<file path="config.mk">
export PLATFORM = sky130hd
export DESIGN_NAME = scr1_coproc_instr_fifo
export DESIGN_NICKNAME = d
export VERILOG_FILES = /design/src/rtl/scr1_coproc_instr_fifo.sv
export SDC_FILE = /design/constraint.sdc
export NUM_CORES = 1
export LEC_CHECK = 0
export ABC_CLOCK_PERIOD_IN_PS = 8600
export BUFFER_PORTS_ARGS = -buffer_cell sky130_fd_sc_hd__buf_2
export CORE_ASPECT_RATIO = 0.75
export CORE_MARGIN = 1
export CORE_UTILIZATION = 50
export DETAILED_ROUTE_END_ITERATION = 8
export GPL_ROUTABILITY_DRIVEN = 0
export PLACE_DENSITY = 0.65
export SLEW_MARGIN = 20
export SYNTH_ARGS = -nofsm -noshare
export SYNTH_HDL_FRONTEND = slang
export SYNTH_SLANG_ARGS = --single-unit
export TNS_END_PERCENT = 50
</file>
<file path="constraint.sdc">
create_clock -name clk -period 8.6 [get_ports clk]
set_input_delay 1.29 -clock clk [delete_from_list [all_inputs] [get_ports clk]]
set_output_delay 1.29 -clock clk [all_outputs]
set_load 0.01 [all_outputs]
</file>
<file path="src/rtl/scr1_coproc_instr_fifo.sv">
// rtl/scr1_coproc_instr_fifo.sv - FWFT micro-instruction FIFO between SCR1 pipeline and RLWE coprocessor
// Optional zero-latency empty-FIFO bypass: define SCR1_COPROC_FIFO_BYPASS_EN.
module scr1_coproc_instr_fifo #(
    parameter int INSTR_W      = 64,
    parameter int DEPTH        = 8,
    parameter int AFULL_MARGIN = 2
) (
    input  logic                       clk,
    input  logic                       rst,
    input  logic                       flush,
    input  logic                       in_valid,
    input  logic [INSTR_W-1:0]         in_instr,
    output logic                       in_ready,
    output logic                       out_valid,
    output logic [INSTR_W-1:0]         out_instr,
    input  logic                       out_ready,
    output logic [$clog2(DEPTH):0]     count,
    output logic                       almost_full,
    output logic                       overflow_err
);

    localparam int IDX_W = $clog2(DEPTH);
    localparam int PTR_W = IDX_W + 1;
    localparam logic [PTR_W-1:0] AFULL_TH = PTR_W'(DEPTH - AFULL_MARGIN);

    logic [INSTR_W-1:0] mem [DEPTH];
    logic [PTR_W-1:0]   wr_ptr;
    logic [PTR_W-1:0]   rd_ptr;
    logic [PTR_W-1:0]   count_r;
    logic               ovf_r;

    logic empty;
    logic full;
    logic push;
    logic pop;
    logic bypass;

    assign empty = (wr_ptr == rd_ptr);
    assign full  = (wr_ptr[IDX_W-1:0] == rd_ptr[IDX_W-1:0]) && (wr_ptr[IDX_W] != rd_ptr[IDX_W]);

    assign in_ready = !full;

`ifdef SCR1_COPROC_FIFO_BYPASS_EN
    // An instruction offered to an empty FIFO is shown directly; if taken now it never touches storage.
    assign bypass    = empty && in_valid && !flush;
    assign out_valid = !empty || bypass;
    assign out_instr = empty ? in_instr : mem[rd_ptr[IDX_W-1:0]];
    assign push      = in_valid && in_ready && !flush && !(bypass && out_ready);
    assign pop       = !empty && out_ready && !flush;
`else
    assign bypass    = 1'b0;
    assign out_valid = !empty;
    assign out_instr = mem[rd_ptr[IDX_W-1:0]];
    assign push      = in_valid && in_ready && !flush;
    assign pop       = out_valid && out_ready && !flush;
`endif

    assign count        = count_r;
    assign almost_full  = (count_r >= AFULL_TH);
    assign overflow_err = ovf_r;

    // Storage is not reset; out_instr is meaningless while out_valid is low.
    always_ff @(posedge clk) begin
        if (push) begin
            mem[wr_ptr[IDX_W-1:0]] <= in_instr;
        end
    end

    always_ff @(posedge clk or posedge rst) begin
        if (rst) begin
            wr_ptr  <= '0;
            rd_ptr  <= '0;
            count_r <= '0;
            ovf_r   <= 1'b0;
        end else if (flush) begin
            wr_ptr  <= '0;
            rd_ptr  <= '0;
            count_r <= '0;
            ovf_r   <= 1'b0;
        end else begin
            if (push) begin
                wr_ptr <= wr_ptr + PTR_W'(1);
            end
            if (pop) begin
                rd_ptr <= rd_ptr + PTR_W'(1);
            end
            if (push && !pop) begin
                count_r <= count_r + PTR_W'(1);
            end else if (pop && !push) begin
                count_r <= count_r - PTR_W'(1);
            end
            if (in_valid && full) begin
                ovf_r <= 1'b1;
            end
        end
    end

endmodule

</file>
After elaboration in Yosys (flattened, before gate mapping)
Memory sizes are Yosys's and may differ from the RTL's.
Cells that the tools add are included.
Operators by class
  $lt $le $gt $ge: 1
  multiplexer cells: 11
  add/sub/neg operators: 4
  eq/ne operators: 3
  reduce and logical (&&, ||, !) cells: 17
Operators by type and width (count)
  4-bit two-way mux: 7
  4-bit by 1-bit adder with 4-bit output (second input constant): 3
  1-bit logical AND: 8
  2-bit nonzero test: 3
  1-bit zero test: 5
  4-bit == test: 1
  4-bit by 3-bit >= comparator with 1-bit output (second input constant): 1
  1-bit two-way mux: 4
  4-bit by 1-bit subtractor with 4-bit output (second input constant): 1
  3-bit == test: 1
  3-bit nonzero test: 1
  1-bit inequality test: 1
Storage, ports and cells
  memories: 1
  bits in registers: 13
  RAM bits: 512
Memories
  mem: depth 8, width 64, read ports 1, clocked after Yosys merged registers in 0, write ports 1, RTL line 26  | logic [INSTR_W-1:0] mem [DEPTH];

Longest topological paths before layout
Gate-level depths: netlist of the first run.
  word-level depth: 10
  depth in mapped cells: 11

Least setup slack after synthesis of the first run
OpenSTA, ideal clock, no wires.
  path type: in2reg
  start: input port in_valid
  end: memory mem[3][0], enable pin
  buffers on the path: 1
  stages: 4
  path slack: 79 ps
  setup time: 644 ps
  arrival: 7876 ps
  data required time: 7956 ps
  path through: clkbuf_2 -> inv_1 -> a41o_1 -> nor4_1
On the way
  cells in the longest elaborated chain, start to end: 4
Ends and longest elaborated chain
  start: declaration: RTL line 11  | input logic in_valid,
  1-bit logical AND (2 in series): RTL line 54  | assign push = in_valid && in_ready && !flush;
  1-bit two-way mux: RTL line 64  | if (push) begin
  1-bit two-way mux (implied by the code): RTL line 65  | mem[wr_ptr[IDX_W-1:0]] <= in_instr;
  end: declaration: RTL line 26
No other way between the ends.

Worst setup path after layout of the first run
  start: register rd_ptr[1]
  end: output port out_instr[11]
On the way
  cells in the longest elaborated chain, start to end: 1
Ends and longest elaborated chain
  start: declaration: RTL line 28  | logic [PTR_W-1:0] rd_ptr;
  start signal: assignment: RTL line 85  | rd_ptr <= rd_ptr + PTR_W'(1);
  memory 8 x 64 bit
  end: declaration: RTL line 15  | output logic [INSTR_W-1:0] out_instr,
No other way between the ends.

==> impl_metrics.py, run 1 <==
metrics = {
    "clock_tree": {
        "cts_hold_buf": 0,
        "ctsResizeCount": 0,
        "cts_root_buf": "clkbuf_16",
        "cts_buffers": 50,
        "clock_path_buffers": 3,
        "cts.sinks": 525,
        "path_clk_slew_ns": 0.06,
        "postCtsSetupBuffers": 0,
        "h-tree-depth": 2,
        "clock_latency_ns": 0.56,
        "cts_tree": "built",
    },
    "detailed_routing": {
        "drt_iter0_markers": 700,
        "drc_errors": 18,
        "wl_per_cell_um": 24.3,
        "vias": 8813,
        "avgViaCountPerCell": 5.64,
        "dr.pass1.iters": 7,
        "wl_mm": 37.9,
        "final_antenna_net_count": 0,
    },
    "timing": {
        "grt_setup_unrepaired": "no",
        "final_max_slew_viol_count": 0,
        "setup_violations": 0,
        "fmax_ghz": 0.210,
        "period_share_pct": 55.5,
        "tightest_slew_ns": 1.01,
        "skew_ns": 0.0118,
        "layout_min_cycle_time_ns": 4.77,
        "slew_headroom_pct": 32.8,
        "finalHoldViolCount": 0,
        "setup_tns_ns": 0,
    },
    "grt": {
        "antenna_found_initial": 4,
        "overflow": 0,
        "grt_pass1_wl_mm": 56.6,
        "grt_max_degree": 112,
        "grt_pass1_vias": 9170,
        "grt_use_total_pct": 18.9,
    },
    "critical_path": {
        "r2r_cells": 7,
        "required_ns": 7.31,
        "crit_arrival_ns": 3.48,
        "cp-end-kind": "output port",
        "crit_fanout": 70,
        "cp-start-kind": "flop",
        "path_class": "reg2out",
    },
    "floorplan": {
        "chipHeight_um": 176,
        "core_sq_um": 39600,
        "die_area_sq_um": 41100,
        "start_util_pct": 50.9,
        "ios": 141,
        "die_w_um": 234,
        "rows": 63,
    },
    "finish": {
        "drive_above_1_share_pct": 41.2,
        "nets": 1079,
        "fillCellCount": 2946,
        "final_common_cell": "edfxtp_1",
        "mostFrequentLayoutCells": "512 x edfxtp_1, 140 x buf_2, 128 x mux4_2, 64 x mux2_2, 51 x clkbuf_16",
        "design_area_sq_um": 22900,
        "area.growth.synth_to_final_pct": 13.7,
        "antenna_cells": 0,
    },
    "worst_hold_path": {
        "worstHoldPathType": "reg2reg",
        "worstHoldPathCells": 2,
    },
    "logic_synthesis": {
        "ys_types": 40,
        "syn_inst": 841,
        "synth_seq_cells": 525,
        "synth_edf_count": 512,
        "synth_fa_ha_area_share_pct": 0.348,
        "synth-simple-area-share_pct": 1.02,
        "async_flop_share_pct": 2.48,
        "yosysSeqAreaShare_pct": 78.0,
        "synth_compound_area_share_pct": 0.541,
        "yosys.area_share.xor_xnor_pct": 0.628,
        "synth_top_family_by_area": "multiplexers",
        "synthMuxAreaShare_pct": 18.1,
        "synth_nets": 915,
        "synth_top_flop_cell": "edfxtp_1",
        "yosysWarnings": 0,
        "syn_area_per_cell_sq_um": 23.9,
        "syn_area_sq_um": 20100,
    },
    "placed_design": {
        "dpl-instance-area_sq_um": 21400,
        "post-dp-hpwl_mm": 19.5,
        "port_buffers": 140,
    },
    "power": {
        "leakage_nw": 7.31,
        "power_density_nw_per_um2": 247,
        "ir_worst_vdd_uv": 184,
    },
    "run_status": {
        "status": "finished, violations left",
        "violations": "DRC",
    },
    "run": {
        "maxCapViolations": 0,
    },
}
[worst paths after layout]
check	from	end	slack (ns)
setup reg to reg	rd_ptr[0]	mem[7][43]	4.54
hold / removal	overflow_err	overflow_err	0.50
setup / recovery	rd_ptr[1]	out_instr[11]	3.83
hold reg to reg	overflow_err	overflow_err	0.50
min in group asynchronous	rst	rd_ptr[2]	0.77
max in group asynchronous	rst	rd_ptr[0]	7.42
[metal layers]
layer	wire [um]	vias to the layer above	GRT usage (%)
li1	-	3878	-
met1	16600	4658	26.9
met2	18400	205	30.1
met3	2080	66	4.03
met4	752	6	4.76
met5	35	-	0
[critical path: stages, from the launching register on]
cell and delay [ns]:
dfrtp_4 1.02, buf_4 0.92, mux4_2 0.43, mux2_2 0.30, buf_2 0.14
[cells by family after synthesis]
family,count (synthesis)
mux,195
buf+inv,49
simple gates,41
fa+ha+maj,5
compound gates,15
xor+xnor,11
flops,525
[flip-flops by register name, indices dropped and copies added (netlist names)]
signal,cells
mem,512
count,4
wr_ptr,4
rd_ptr,4
overflow_err,1
[layout make-up]
type,instances,area (sq um),area share [%]
clock buffer,68,1370,5.98
clock inverter,22,130,0.568
inverter,5,18.8,0.0820
multi-input combinational,267,4190,18.3
sequential,525,15700,68.6
tap,520,651,2.84
timing repair buffer,156,833,3.64
[synth_stat cells (4+ instances only)]
cell | n | area [sq um]
clkbuf_1 | 8 | 30.0
buf_1 | 7 | 26.3
nor2_1 | 14 | 52.6
nand2_1 | 7 | 26.3
mux2_2 | 64 | 721
mux4_2 | 128 | 2880
edfxtp_1 | 512 | 15400
inv_1 | 5 | 18.8
a21oi_1 | 4 | 20.0
dfrtp_1 | 13 | 325
nand3_1 | 6 | 30.0
ha_1 | 4 | 50.1
buf_6 | 11 | 124
xor2_1 | 5 | 43.8
buf_2 | 15 | 75.1
[power by group]
| group | switching (mW) | total [mW] | internal (mW) |
|---|---|---|---|
| logic | 0.342 | 0.732 | 0.390 |
| registers | 0.0498 | 2.90 | 2.86 |
| clock network | 0.887 | 2.03 | 1.14 |
[metrics by stage]
| stage | power, mW | utilization (%) | setup WS, ns | cells | hold WS (ns) |
|---|---|---|---|---|---|
| floorplan | 3.51 | - | 0.0795 | 841 | 0.529 |
| detailed placement | 3.71 | 54.1 | 4.37 | 1473 | 0.495 |
| global placement | 3.70 | 54.1 | 4.37 | 1473 | 0.485 |
| CTS | 5.73 | 57.9 | 3.75 | 1563 | 0.508 |
| finish | 5.66 | 57.9 | 3.83 | 1563 | 0.498 |
| global route | 5.88 | 57.9 | 3.65 | 1563 | 0.541 |
Note: power is estimated with default switching activity, not from simulation.
==> inputs of run 2 (changes only) <==
--- a/config.mk
+++ b/config.mk
@@ -5,14 +5,14 @@
 export SDC_FILE = /design/constraint.sdc
 export NUM_CORES = 1
 export LEC_CHECK = 0
-export ABC_CLOCK_PERIOD_IN_PS = 8600
+export ABC_CLOCK_PERIOD_IN_PS = 4160
 export BUFFER_PORTS_ARGS = -buffer_cell sky130_fd_sc_hd__buf_2
 export CORE_ASPECT_RATIO = 0.75
 export CORE_MARGIN = 1
 export CORE_UTILIZATION = 50
 export DETAILED_ROUTE_END_ITERATION = 8
 export GPL_ROUTABILITY_DRIVEN = 0
-export PLACE_DENSITY = 0.65
+export PLACE_DENSITY = 0.68
 export SLEW_MARGIN = 20
 export SYNTH_ARGS = -nofsm -noshare
 export SYNTH_HDL_FRONTEND = slang
==> constraint.sdc (replaced) <==
create_clock -name clk -period 4.16 [get_ports clk]
set_input_delay 0.624 -clock clk [delete_from_list [all_inputs] [get_ports clk]]
set_output_delay 0.624 -clock clk [all_outputs]
set_load 0.01 [all_outputs]
==> run 2 against run 1 <==
  * Largest cell class unchanged
  * Hold slack worse by 0.39 ns
  * Non-clock buffer count is 6 higher
  * Register-to-register slack worse by 3.3 ns
  * The flow still finishes with violations (DRC)
  * Clock power is 110% higher
  * Die area stayed put
  * Flip-flop and latch count stayed put
  * Critical endpoint is now out_instr[40]
  * Worst setup slack worse by 3.1 ns
  * Sequential power is 110% higher
  * Clock skew is 0.010 ns higher
  * Largest power group unchanged
==> impl_metrics.py, run 2 (synthesis gave the netlist of run 1 again) <==
metrics = {
    "timing": {
        "fmax_ghz": 0.295,
        "skew_ns": 0.0220,
        "tightest_slew_ns": 0.954,
        "layout_min_cycle_time_ns": 3.39,
        "final_max_slew_viol_count": 0,
        "slew_headroom_pct": 36.4,
        "period_share_pct": 81.6,
        "fin_ws_ns": 0.767,
        "grt_setup_unrepaired": "no",
        "finalHoldViolCount": 0,
        "setup_violations": 0,
    },
    "grt": {
        "grt_use_total_pct": 18.8,
        "grt_pass1_wl_mm": 56.6,
        "overflow": 0,
        "grt_max_degree": 132,
        "antenna_found_initial": 5,
        "grt_pass1_vias": 9058,
    },
    "detailed_routing": {
        "avgViaCountPerCell": 5.64,
        "drc_errors": 32,
        "vias": 8840,
        "wl_mm": 37.6,
        "drt_iter0_markers": 723,
        "final_antenna_net_count": 0,
        "dr.pass1.iters": 7,
        "wl_per_cell_um": 24.0,
    },
    "critical_path": {
        "crit_fanout": 97,
        "r2r_end": "mem[1][59]",
        "cp-start-kind": "flop",
        "required_ns": 3.54,
        "crit_arrival_ns": 2.77,
        "cp-end-kind": "output port",
        "r2r-start": "wr_ptr[0]",
        "r2r_cells": 5,
        "reg2reg_slack_ns": 1.20,
        "path_class": "reg2out",
    },
    "run": {
        "maxCapViolations": 0,
    },
    "clock_tree": {
        "clock_path_buffers": 3,
        "cts.sinks": 525,
        "h-tree-depth": 2,
        "clock_latency_ns": 0.57,
        "cts_tree": "built",
        "ctsResizeCount": 0,
        "cts_root_buf": "clkbuf_16",
        "cts_buffers": 47,
        "postCtsSetupBuffers": 0,
        "cts_hold_buf": 0,
        "path_clk_slew_ns": 0.06,
    },
    "floorplan": {
        "core_sq_um": 39600,
        "rows": 63,
        "die_area_sq_um": 41100,
        "die_w_um": 234,
        "chipHeight_um": 176,
        "ios": 141,
        "start_util_pct": 50.9,
    },
    "run_status": {
        "violations": "DRC",
        "status": "finished, violations left",
    },
    "finish": {
        "largest_reg_flops": 512,
        "fillCellCount": 2860,
        "final_common_cell": "edfxtp_1",
        "area.growth.synth_to_final_pct": 14.3,
        "ff_latch_area_sq_um": 15700,
        "mostFrequentLayoutCells": "512 x edfxtp_1, 140 x buf_2, 128 x mux4_2, 64 x mux2_2, 48 x clkbuf_16",
        "drive_above_1_share_pct": 41.4,
        "multi_input_area_sq_um": 4220,
        "nets": 1082,
    },
    "power": {
        "power_density_nw_per_um2": 510,
        "ir_worst_vdd_uv": 304,
        "total_power_mw": 11.7,
        "leakage_nw": 7.33,
    },
    "placed_design": {
        "post-dp-hpwl_mm": 20.5,
        "post-place-ws_ns": 1.14,
        "port_buffers": 140,
    },
    "worst_hold_path": {
        "worstHoldPathType": "in2async",
    },
}
==> run 2: how the worst max path moves through the flow <==
stage	startpoint	to	cells past startpoint
global placement	wr_ptr[0]	mem[1][10]	5
global route	rd_ptr[0]	out_instr[59]	4
detailed placement	wr_ptr[0]	mem[4][43]	6
floorplan	in_valid	mem[7][0]	6
CTS	rd_ptr[0]	out_instr[59]	4
finish	rd_ptr[0]	out_instr[40]	4
==> run 2: final cells by class <==
type                    instances  area share [%]
flip-flops and latches        525            68.2
multi-input cells             267            18.3
clock buffers                  59            5.40
repair buffers                162            4.03
well taps                     520            2.83
clock inverters                27            1.07
inverters                       5          0.0815
diodes                          3          0.0326
==> run 2: critical path: stages, from the launching register on <==
cell and delay (ns):
dfrtp_4 0.45, buf_12 0.53, mux4_2 0.61, mux2_2 0.29, buf_2 0.15
==> run 2: through the flow <==
stage	TNS, ns	cell area, sq um	hold slack, ns	utilization (%)	std cells
floorplan	-81.60	20200	0.501	-	841
global placement	0	21500	0.476	54.4	1479
detailed placement	0	21500	0.492	54.4	1479
CTS	0	23000	0.105	58.2	1565
global route	0	23000	0.129	58.2	1565
finish	0	23000	0.113	58.2	1568
==> run 2: per-layer routing <==
layer  global-route usage, %  vias up  wire length, um
met5                       0        -               25
met4                    4.55        4              585
met3                    4.33       55             2260
met2                    28.1      192            17500
met1                    28.3     4701            17300
li1                        -     3888                -
==> run 2: power by group <==
part           internal (mW)  switching (mW)  leakage, nW
logic                  0.816           0.770         1.83
clock network           2.37            1.84        0.711
registers               5.90          0.0502         4.80
